$ cat config.mk
export PLATFORM = sky130hd
export DESIGN_NAME = dmem_lsu_port
export DESIGN_NICKNAME = d
export VERILOG_FILES = /design/src/rtl/dmem_lsu_port_pkg.sv /design/src/rtl/dmem_lsu_port_lane_align.sv /design/src/rtl/dmem_lsu_port.sv
export SDC_FILE = /design/constraint.sdc
export NUM_CORES = 1
export LEC_CHECK = 0
export CORE_ASPECT_RATIO = 1.4
export CORE_MARGIN = 5
export CORE_UTILIZATION = 25
export DETAILED_ROUTE_END_ITERATION = 8
export PLACE_DENSITY = 0.47
export SLEW_MARGIN = 20
export SYNTH_ARGS = -nofsm -noshare
export SYNTH_HDL_FRONTEND = slang
export SYNTH_SLANG_ARGS = --single-unit
$ cat constraint.sdc
create_clock -name clk_i -period 6.48 [get_ports clk_i]
set_input_delay 1.296 -clock clk_i [delete_from_list [all_inputs] [get_ports clk_i]]
set_output_delay 1.296 -clock clk_i [all_outputs]
set_load 0.005 [all_outputs]
$ cat src/rtl/dmem_lsu_port_pkg.sv
// Shared types for the data-memory load/store port: operations, error codes,
// controller states and a store classifier.
package dmem_lsu_port_pkg;

   typedef enum logic [2:0] {
      OP_LB  = 3'd0,
      OP_LH  = 3'd1,
      OP_LW  = 3'd2,
      OP_LBU = 3'd3,
      OP_LHU = 3'd4,
      OP_SB  = 3'd5,
      OP_SH  = 3'd6,
      OP_SW  = 3'd7
   } mem_op_t;

   typedef enum logic [1:0] {
      ERR_OK       = 2'd0,
      ERR_MISALIGN = 2'd1,
      ERR_TIMEOUT  = 2'd2
   } dmem_err_t;

   typedef enum logic [2:0] {
      ST_IDLE = 3'd0,
      ST_RD   = 3'd1,
      ST_MRG  = 3'd2,
      ST_WR   = 3'd3,
      ST_RESP = 3'd4
   } dmem_state_t;

   function automatic logic is_store(input mem_op_t op);
      return (op == OP_SB) || (op == OP_SH) || (op == OP_SW);
   endfunction

endpackage

$ cat src/rtl/dmem_lsu_port_lane_align.sv
// Byte/half lane handling for the load/store port: load extract and extend,
// sub-word store merge into a full word, and alignment check.
module dmem_lane_align
   import dmem_lsu_port_pkg::*;
(
   input  mem_op_t     op,
   input  logic [1:0]  addr_lo,
   input  logic [31:0] word,
   input  logic [31:0] store_data,
   output logic [31:0] load_data,
   output logic [31:0] merged,
   output logic        misalign
);

   logic [7:0]  byte_lane;
   logic [15:0] half_lane;

   always_comb begin
      byte_lane = word[7:0];
      case (addr_lo)
         2'd1:    byte_lane = word[15:8];
         2'd2:    byte_lane = word[23:16];
         2'd3:    byte_lane = word[31:24];
         default: byte_lane = word[7:0];
      endcase
      half_lane = addr_lo[1] ? word[31:16] : word[15:0];

      load_data = '0;
      case (op)
         OP_LB:   load_data = {{24{byte_lane[7]}}, byte_lane};
         OP_LBU:  load_data = {24'h0, byte_lane};
         OP_LH:   load_data = {{16{half_lane[15]}}, half_lane};
         OP_LHU:  load_data = {16'h0, half_lane};
         OP_LW:   load_data = word;
         default: load_data = '0;
      endcase

      merged = store_data;
      if (op == OP_SB) begin
         merged = word;
         case (addr_lo)
            2'd0:    merged[7:0]   = store_data[7:0];
            2'd1:    merged[15:8]  = store_data[7:0];
            2'd2:    merged[23:16] = store_data[7:0];
            default: merged[31:24] = store_data[7:0];
         endcase
      end else if (op == OP_SH) begin
         merged = word;
         if (addr_lo[1]) merged[31:16] = store_data[15:0];
         else            merged[15:0]  = store_data[15:0];
      end

      misalign = 1'b0;
      case (op)
         OP_LH, OP_LHU, OP_SH: misalign = addr_lo[0];
         OP_LW, OP_SW:         misalign = (addr_lo != 2'd0);
         default:              misalign = 1'b0;
      endcase
   end

endmodule

$ cat src/rtl/dmem_lsu_port.sv
// Single-outstanding load/store initiator for the data-memory handshake, with
// read-modify-write for sub-word stores and a per-request timeout.
//
// state   | meaning
// IDLE    | ready for a new request
// RD      | word read in flight (loads and the read half of SB/SH)
// MRG     | one quiet cycle while the merged store word is registered
// WR      | word write in flight
// RESP    | response held until the consumer takes it
module dmem_lsu_port
   import dmem_lsu_port_pkg::*;
#(
   parameter int unsigned TAG_W   = 4,
   parameter int unsigned TIMEOUT = 64
)(
   input  logic             clk_i,
   input  logic             reset_ni,
   input  logic             req_valid_i,
   output logic             req_ready_o,
   input  mem_op_t          req_op_i,
   input  logic [31:0]      req_addr_i,
   input  logic [31:0]      req_data_i,
   input  logic [TAG_W-1:0] req_tag_i,
   output logic             resp_valid_o,
   input  logic             resp_ready_i,
   output logic [TAG_W-1:0] resp_tag_o,
   output logic [31:0]      resp_data_o,
   output dmem_err_t        resp_err_o,
   output logic             dmem_read_o,
   output logic             dmem_write_o,
   output logic [31:0]      dmem_addr_o,
   output logic [31:0]      dmem_data_o,
   input  logic [31:0]      dmem_rd_data_i,
   input  logic             dmem_done_i
);

   localparam int unsigned      CNT_W    = (TIMEOUT > 1) ? $clog2(TIMEOUT) : 1;
   localparam logic [CNT_W-1:0] TMO_LOAD = (TIMEOUT > 0) ? CNT_W'(TIMEOUT - 1) : '0;

   dmem_state_t      state, state_nxt;
   mem_op_t          op;
   logic [31:0]      addr, store_data, wdata, rdata;
   logic [TAG_W-1:0] tag;
   dmem_err_t        err;
   logic [CNT_W-1:0] tmo_cnt;

   mem_op_t     lane_op;
   logic [1:0]  lane_addr;
   logic [31:0] lane_word, load_data, merged;
   logic        misalign, busy, tmo_hit;

   // In IDLE the lane logic looks at the incoming request so misalignment is
   // known at acceptance; afterwards it works on the registered request.
   assign lane_op   = (state == ST_IDLE) ? req_op_i : op;
   assign lane_addr = (state == ST_IDLE) ? req_addr_i[1:0] : addr[1:0];
   assign lane_word = (state == ST_MRG) ? wdata : dmem_rd_data_i;

   dmem_lane_align u_lane_align (
      .op         (lane_op),
      .addr_lo    (lane_addr),
      .word       (lane_word),
      .store_data (store_data),
      .load_data  (load_data),
      .merged     (merged),
      .misalign   (misalign)
   );

   assign busy    = (state == ST_RD) || (state == ST_WR);
   assign tmo_hit = (TIMEOUT != 0) && busy && !dmem_done_i && (tmo_cnt == '0);

   always_ff @(posedge clk_i or negedge reset_ni) begin
      if (!reset_ni) state <= ST_IDLE;
      else           state <= state_nxt;
   end

   always_comb begin
      state_nxt    = state;
      req_ready_o  = 1'b0;
      resp_valid_o = 1'b0;
      dmem_read_o  = 1'b0;
      dmem_write_o = 1'b0;
      case (state)
         ST_IDLE: begin
            req_ready_o = reset_ni;
            if (req_valid_i) begin
               if (misalign)                state_nxt = ST_RESP;
               else if (req_op_i == OP_SW)  state_nxt = ST_WR;
               else                         state_nxt = ST_RD;
            end
         end
         ST_RD: begin
            dmem_read_o = 1'b1;
            if (dmem_done_i)  state_nxt = is_store(op) ? ST_MRG : ST_RESP;
            else if (tmo_hit) state_nxt = ST_RESP;
         end
         ST_MRG: state_nxt = ST_WR;
         ST_WR: begin
            dmem_write_o = 1'b1;
            if (dmem_done_i || tmo_hit) state_nxt = ST_RESP;
         end
         ST_RESP: begin
            resp_valid_o = 1'b1;
            if (resp_ready_i) state_nxt = ST_IDLE;
         end
         default: state_nxt = ST_IDLE;
      endcase
   end

   always_ff @(posedge clk_i or negedge reset_ni) begin
      if (!reset_ni) begin
         op         <= OP_LB;
         addr       <= '0;
         store_data <= '0;
         wdata      <= '0;
         rdata      <= '0;
         tag        <= '0;
         err        <= ERR_OK;
         tmo_cnt    <= '0;
      end else begin
         case (state)
            ST_IDLE: if (req_valid_i) begin
               op         <= req_op_i;
               addr       <= req_addr_i;
               store_data <= req_data_i;
               wdata      <= req_data_i;
               tag        <= req_tag_i;
               rdata      <= '0;
               err        <= misalign ? ERR_MISALIGN : ERR_OK;
               tmo_cnt    <= TMO_LOAD;
            end
            ST_RD, ST_WR: begin
               if (dmem_done_i) begin
                  if (state == ST_RD) begin
                     if (is_store(op)) wdata <= dmem_rd_data_i;
                     else              rdata <= load_data;
                  end
               end else if (tmo_hit) begin
                  err <= ERR_TIMEOUT;
               end else if (TIMEOUT != 0) begin
                  tmo_cnt <= tmo_cnt - CNT_W'(1);
               end
            end
            ST_MRG: begin
               wdata   <= merged;
               tmo_cnt <= TMO_LOAD;
            end
            default: ;
         endcase
      end
   end

   assign dmem_addr_o = {addr[31:2], 2'b00};
   assign dmem_data_o = wdata;
   assign resp_tag_o  = tag;
   assign resp_data_o = rdata;
   assign resp_err_o  = err;

endmodule

# Word-level counts from Yosys, hierarchy flattened
# Index checks and enable logic that the tools add are counted.
# word_totals
regBits	146
input_bits	108
output_inout_bits	106
wordCells	110
# classes
addsub	1
n_eq_ne	29
mux	47
n_reduce_logical	24
# op_table
cell	count
$mux 32	11
$pmux 32 s5	1
$pmux 32 s3	1
$pmux 32 s2	1
$mux 16	3
$mux 8	4
$eq 3x3->1 const B	9
$mux 3	8
$pmux 8 s3	1
$mux 6	3
$ne 2x2->1 const B	9
$pmux 6 s3	1
$pmux 3 s5	1
$eq 3x2->1 const B	4
$reduce_and 4->1	3
$mux 2	5
$reduce_and 5->1	2
$eq 3x1->1 const B	2
$logic_not 3->1	2
$logic_not 6->1	1
$reduce_or 3->1	2
$sub 6x1->6 const B	1
$mux 1	5
$eq 2x2->1 const B	2
other kinds (13)	19

# Depth between registers and ports, before layout
# Gate-level depths: netlist (run 1).
# depth
word_depth	9
depth_mapped	9
depth_no_buf	7

# By module
# Synthesis (run 1) repeated with hierarchy kept, for this count alone.
# unflattened
cells_unflattened	992
area_unflattened_um2	9100.0
# by_module_without_submodules
module	instances	cells_per_inst	area_per_inst_um2	seq_area_each_um2
dmem_lsu_port	1	744	7307.0	3653.5
dmem_lane_align	1	248	1793.0	0.0

# Least setup slack after synthesis (run 1)
# OpenSTA, ideal clock, no wires.
# synth_timing
kind	input port to flip-flop
startpoint	input port req_addr_i[1]
endpoint	register wdata[31] (netlist: dmem_data_o[31])
setup_ns	0.130
arrival_ns	2.911
required_ns	6.350
path_slack_ns	3.439
cell_stages	9
n_path_buf	4
path_cell_list	buf_2 or4b_1 buf_2 and2_1 buf_6 buf_2 mux2i_1 a211oi_1 o22ai_1
# synth_between
elab_chain_len	6
elab_cells_between_ends	10
cone_classes	eq/ne (2); mux (6); reduce/logical (2)
# synth_lines
item	line_no	source
from (decl)	dmem_lsu_port.sv:21	input logic [31:0] req_addr_i,
$mux 2 *	dmem_lsu_port.sv:55	assign lane_addr = (state == ST_IDLE) ? req_addr_i[1:0] : addr[1:0];
$eq 2x1->1, or another cell as far along	dmem_lsu_port_lane_align.sv:41	case (addr_lo)
$reduce_or 3->1 (no line)	--	
$mux 8	dmem_lsu_port_lane_align.sv:41	
$mux 32 *	dmem_lsu_port_lane_align.sv:39	if (op == OP_SB) begin
$pmux 32 s3 *	dmem_lsu_port.sv:120	case (state)
to (signal assigned)	dmem_lsu_port.sv:125	wdata <= req_data_i;
to (signal assigned)	dmem_lsu_port.sv:134	if (is_store(op)) wdata <= dmem_rd_data_i;
to (signal assigned)	dmem_lsu_port.sv:144	wdata <= merged;
to (decl)	dmem_lsu_port.sv:42	logic [31:0] addr, store_data, wdata, rdata;
# Every way passes the cells marked *; elsewhere a longest branch is shown, timed or not.
# A chain may end at the register's enable or synchronous reset.

# Final worst setup path (run 1)
# layout_timing
startpoint	input port req_addr_i[1]
endpoint	register rdata[8] (netlist: resp_data_o[8])
# layout_between
elab_chain_len	8
elab_cells_between_ends	11
cone_classes	eq/ne (3); mux (8)
# layout_lines
item	line_no	source
$mux 2 *	dmem_lsu_port.sv:55	
$eq 2x2->1 or $eq 2x1->1 (tied branches)	dmem_lsu_port_lane_align.sv:20	case (addr_lo)
$pmux 8 s3	dmem_lsu_port_lane_align.sv:20	
$pmux 32 s5 *	dmem_lsu_port_lane_align.sv:29	case (op)
$mux 32 *	dmem_lsu_port.sv:134	
$mux 32 *	dmem_lsu_port.sv:133	if (state == ST_RD) begin
$mux 32 *	dmem_lsu_port.sv:132	if (dmem_done_i) begin
$pmux 32 s2 *	dmem_lsu_port.sv:120	
to (signal assigned)	dmem_lsu_port.sv:135	else rdata <= load_data;
to (decl)	dmem_lsu_port.sv:42	
# Every way passes the cells marked *; elsewhere a longest branch is shown, timed or not. The select of a mux whose other input is x is not followed.

==> results.yml, run 1 <==
routing:
  drtIter0Drc: 606
  detail_route.first_pass.iterations: 6
  drc: 0
  drtAntennaViolNets: 0
  viasPerCell: 5.08
  wl_per_cell_um: 22.0
  dr_total_vias: 8160
  drt_wl_total_um: 35300
global_routing:
  grt_max_degree: 91
  antenna_found_initial: 4
  grt_overflow: 0
  grt_pass1_vias: 8123
  grt_pass1_wl_um: 51900
  grt_usage: 0.173
logic_synthesis:
  synth.distinct_cells: 70
  synth_compound_area_frac: 0.222
  syn_avg_cell_area_sq_um: 8.97
  ys_seq_area_frac: 0.408
  synth_top_family_by_area: "compound AO/OA/AOI/OAI gates"
  netlist.top_cell.by_area: "dfrtp_1"
  syn-cell-area_sq_mm: 0.00896
  yosys_warnings: 0
  synth-seq-cells: 146
  async_flop_share: 1.00
  yosys.area.top_type_share: 0.408
  syn_inst: 999
  ys.flop_type: "dfrtp_1"
  synthSimpleGateAreaFrac: 0.186
  synth.area.top_cells: "dfrtp_1, nand2_1, mux2i_1, buf_4, mux2_2"
  synth-edff-count: 0
  synth_mux_area_frac: 0.0974
  synth_xor_xnor_area_share: 0.00782
  synth_fa_ha_area_frac: 0.00140
sta:
  slew_viol_final: 0
  finalSetupViolCount: 0
  max_freq_mhz: 236
  setup-tns-final_ps: 0
  period_share: 0.655
  tightestPinTransition_ps: 1060
  finalHoldViolations: 0
  period_minus_slack_ps: 4240
  finClkSkew_ps: 9.55
  slew_headroom: 0.293
  rsz0062_at_grt: "no"
clocking:
  cts_root_buf: "clkbuf_16"
  cts.hold.buffers_added: 0
  post_cts_buffers: 0
  insertion_delay_ps: 450
  cts_resized: 0
  clkTransAtPathRegs_ps: 70
  cts_buffers: 17
  tritoncts: "done"
  cts.sinks: 146
  clockBufferDepth: 2
  h-tree-depth: 4
power_and_ir_drop:
  switchingPower_mw: 2.61
  p_int_mw: 3.26
  power_frac_clock: 0.163
  power.density_mw_per_mm2: 502
  seqPwrFrac: 0.296
  ir_drop_mv: 0.189
  p_leak_nw: 4.73
  switching_share: 0.445
  combPwrFrac: 0.541
min_path:
  hold_path.class: "reg2reg"
run:
  drv_cap: 0
place:
  placed_area_sq_mm: 0.0112
  io_buffers: 211
  dp_hpwl_um: 25000
  gp_congestion: 0.812
cells_and_area:
  layout_commonest_cell: "nand2_1"
  final_cell_mix: "nand2_1, clkdlybuf4s50_1, dfrtp_1"
  syn2layout_area_growth_pct: 30.6
  drive_gt1_frac: 0.0965
  n_fill_cell: 3660
  fin_nets: 1237
  fin_area_sq_mm: 0.0117
worst_setup_path:
  path_class: "in2reg"
  cp-start-kind: "input port"
  cp.arrival_ps: 4600
  worstPathRequired_ps: 6830
  cp-end-kind: "register"
  crit_fanout: 26
floorplan:
  core.rowCount: 82
  dieArea_sq_mm: 0.0398
  ios: 214
  start_util: 0.252
  dieHeight_um: 234
  core_sq_mm: 0.0356
  die_x_um: 170
run_status:
  status: "finished, final reports clean"
-- kinds of logic after synthesis --
kind of cell    Yosys count
fa+ha+maj                 1
simple gates            382
other cells               1
mux                      77
buf+inv                 133
flops                   146
xor+xnor                  8
compound gates          251
-- registers in the layout, summed over array words and instances, names as in the netlist --
signal	count
op	3
dmem_data_o	32
state	3
addr	32
resp_err_o	2
store_data	32
resp_tag_o	4
resp_data_o	32
tmo_cnt	6
-- stage by stage --
| step | std cells | setup WS [ps] | power (mW) | utilization | hold WS (ps) |
|---|---|---|---|---|---|
| finish | 1605 | 2240 | 5.88 | 0.329 | 471 |
| global route | 1605 | 2020 | 6.25 | 0.329 | 492 |
| CTS | 1602 | 2220 | 5.93 | 0.329 | 475 |
| detailed placement | 1571 | 1750 | 4.94 | 0.313 | 454 |
| global placement | 1571 | 1810 | 4.92 | 0.313 | 453 |
| floorplan | 1000 | 3440 | 3.70 | - | 437 |
-- cell usage after synthesis, types with 10 or more instances --
cell type,number
nor2_1,46
dfrtp_1,146
nand2_1,253
nand2b_1,17
o211ai_1,16
clkbuf_1,53
a221oi_1,24
buf_4,36
inv_1,20
and2_1,14
o22ai_1,17
mux2i_1,47
a22oi_1,23
o21ai_0,19
a211oi_1,17
o221ai_2,11
buf_2,17
a21oi_1,29
nand3b_1,10
mux2_2,22
-- final timing paths --
kind / from / endpoint / slack (ps) / depth (start not counted)
worst max-delay path: req_addr_i[1] / resp_data_o[8] / 2240 / 6
worst min-delay path: store_data[23] / store_data[23] / 470 / 2
worst max register to register: state[1] / resp_data_o[28] / 2650 / 6
worst min register to register: store_data[23] / store_data[23] / 470 / 2
max in group asynchronous: reset_ni / resp_data_o[31] / 4130 / 2
min in group asynchronous: reset_ni / addr[21] / 960 / 1
-- layer usage --
metal / GRT usage / part of all wire / wire, um
met5: 0 / 0 / 0
met4: 0.0826 / 0.039 / 1370
met3: 0.0376 / 0.059 / 2100
met2: 0.283 / 0.49 / 17300
met1: 0.215 / 0.41 / 14500
-- final cells by class --
| type | count | area (sq um) | area share |
|---|---|---|---|
| clock inverter | 11 | 87.6 | 0.00748 |
| sequential | 146 | 3650 | 0.312 |
| multi-input combinational | 721 | 4660 | 0.398 |
| tap | 462 | 578 | 0.0494 |
| antenna | 3 | 7.51 | 0.000641 |
| inverter | 20 | 75.1 | 0.00641 |
| clock buffer | 20 | 457 | 0.0390 |
| timing repair buffer | 222 | 2200 | 0.188 |
-- critical path, cell delays in order --
cell and delay (ps):
clkdlybuf4s50_1 770, or4b_1 650, and2_1 560, a211oi_2 1010, a22oi_1 150, o211ai_1 140
-- power groups by stage --
stage / Clock, mW / Combinational (mW) / Sequential (mW)
2_1_floorplan: 0 / 2.14 / 1.56
3_5_place_dp: 0 / 3.19 / 1.75
4_1_cts: 0.986 / 3.20 / 1.74
5_1_grt: 1.02 / 3.44 / 1.79
3_3_place_gp: 0 / 3.18 / 1.74
6_report: 0.959 / 3.18 / 1.74
Note: power is estimated with default switching activity, not from simulation.
==> run 2: changes to the inputs <==
- PLACE_DENSITY: 0.47 -> 0.49
- clock period: 6.48 -> 3.6 ns (I/O delays scaled with it)
==> run 2 against run 1 <==
Net effect:
- die area stayed put
- clock skew about the same
- clock power is 99% higher
- setup slack got worse by 1700 ps
- largest cell class unchanged
- utilization grew 0.97 points
- sequential cell count unchanged
- routed wire length fell by 1.1%
==> results.yml, run 2 (synthesis results as in run 1) <==
floorplan:
  dieHeight_um: 234
  ios: 214
  dieArea_sq_mm: 0.0398
  start_util: 0.252
  core.rowCount: 82
  core_sq_mm: 0.0356
  die_x_um: 170
clocking:
  insertion_delay_ps: 450
  clockBufferDepth: 2
  cts_root_buf: "clkbuf_16"
  cts.hold.buffers_added: 0
  tritoncts: "done"
  post_cts_buffers: 0
  h-tree-depth: 4
  cts_resized: 0
  cts.sinks: 146
  clkTransAtPathRegs_ps: 60
  cts_buffers: 17
cells_and_area:
  multi_input_area_sq_mm: 0.00466
  utilization: 0.339
  final_cells: 1635
  drive_gt1_frac: 0.122
  layout_commonest_cell: "nand2_1"
  n_fill_cell: 3625
  syn2layout_area_growth_pct: 34.5
  final_cell_mix: "nand2_1, clkdlybuf4s50_1, dfrtp_1"
  regArea_sq_mm: 0.00365
  fin_nets: 1269
worst_setup_path:
  cp-end-kind: "register"
  r2r.worst_path.cells: 7
  cp-start-kind: "register"
  cp.arrival_ps: 3360
  path_class: "reg2reg"
  timing.rr.end: "resp_err_o[0]"
  endpoint: "resp_err_o[0]"
  crit_fanout: 14
  r2r_slack_ps: 530
  startpoint: "state[1]"
  r2r-start: "state[1]"
  worstPathRequired_ps: 3890
sta:
  period_share: 0.853
  finalHoldViolations: 0
  rsz0062_at_grt: "no"
  max_freq_mhz: 326
  setup-tns-final_ps: 0
  tightestPinTransition_ps: 989
  slew_viol_final: 0
  finClkSkew_ps: 9.43
  period_minus_slack_ps: 3070
  slew_headroom: 0.336
  finalSetupViolCount: 0
place:
  dp_hpwl_um: 26200
  placed_cells: 1603
  gp_congestion: 0.856
  io_buffers: 211
global_routing:
  grt_pass1_wl_um: 52200
  grt_pass1_vias: 8245
  grt_max_degree: 73
  grt_usage: 0.173
  grt_overflow: 0
  antenna_found_initial: 1
run_status:
  status: "finished, final reports clean"
routing:
  wl_per_cell_um: 21.3
  drc: 0
  drtIter0Drc: 557
  drtAntennaViolNets: 0
  viasPerCell: 5.01
  drt_wl_total_um: 34900
  dr_total_vias: 8198
  detail_route.first_pass.iterations: 5
min_path:
  hold_path.class: "in2async"
power_and_ir_drop:
  power.density_mw_per_mm2: 909
  p_leak_nw: 4.92
  ir_drop_mv: 0.355
run:
  drv_cap: 0
==> run 2: critical path: stages, from the launching register on <==
cell and delay [ps]:
dfrtp_1 480, buf_4 240, nor3_4 390, buf_4 250, mux2i_1 490, a22oi_1 180
nor4_1 710, o32ai_1 150
==> run 2: worst min-delay path by stage <==
stage	to	from
after floorplan	addr[0]	reset_ni
after global placement	store_data[23]	store_data[23]
after detailed placement	store_data[23]	store_data[23]
after CTS	store_data[23]	store_data[23]
after global routing	addr[5]	addr[5]
final	resp_tag_o[3]	reset_ni
==> run 2: per-layer routing <==
metal,vias up,track usage,part of all wire
met5,-,0,0
met4,0,0.0709,0.037
met3,55,0.0366,0.044
met2,260,0.289,0.50
met1,3981,0.216,0.42
li1,3902,-,-
==> run 2: layout make-up <==
type | instances | share of cell area
multi-input cells | 721 | 0.387
flip-flops and latches | 146 | 0.303
repair buffers | 254 | 0.204
well taps | 462 | 0.0480
clock buffers | 22 | 0.0410
clock inverters | 9 | 0.0105
inverters | 20 | 0.00623
diodes | 1 | 0.000208
==> run 2: power by group <==
group	total, mW	internal (mW)	switching, mW
logic	5.95	2.73	3.22
registers	3.10	2.35	0.743
clock network	1.91	1.18	0.739
total	11.0	6.26	4.70
==> run 2: stage by stage <==
step	area [sq um]	setup slack, ps	hold WS (ps)	total power, mW
finish	12100	529	467	11.0
global route	12100	310	489	11.7
CTS	12000	495	471	11.1
detailed placement	11400	450	455	9.09
global placement	11400	511	450	9.05
floorplan	8970	1130	424	6.66
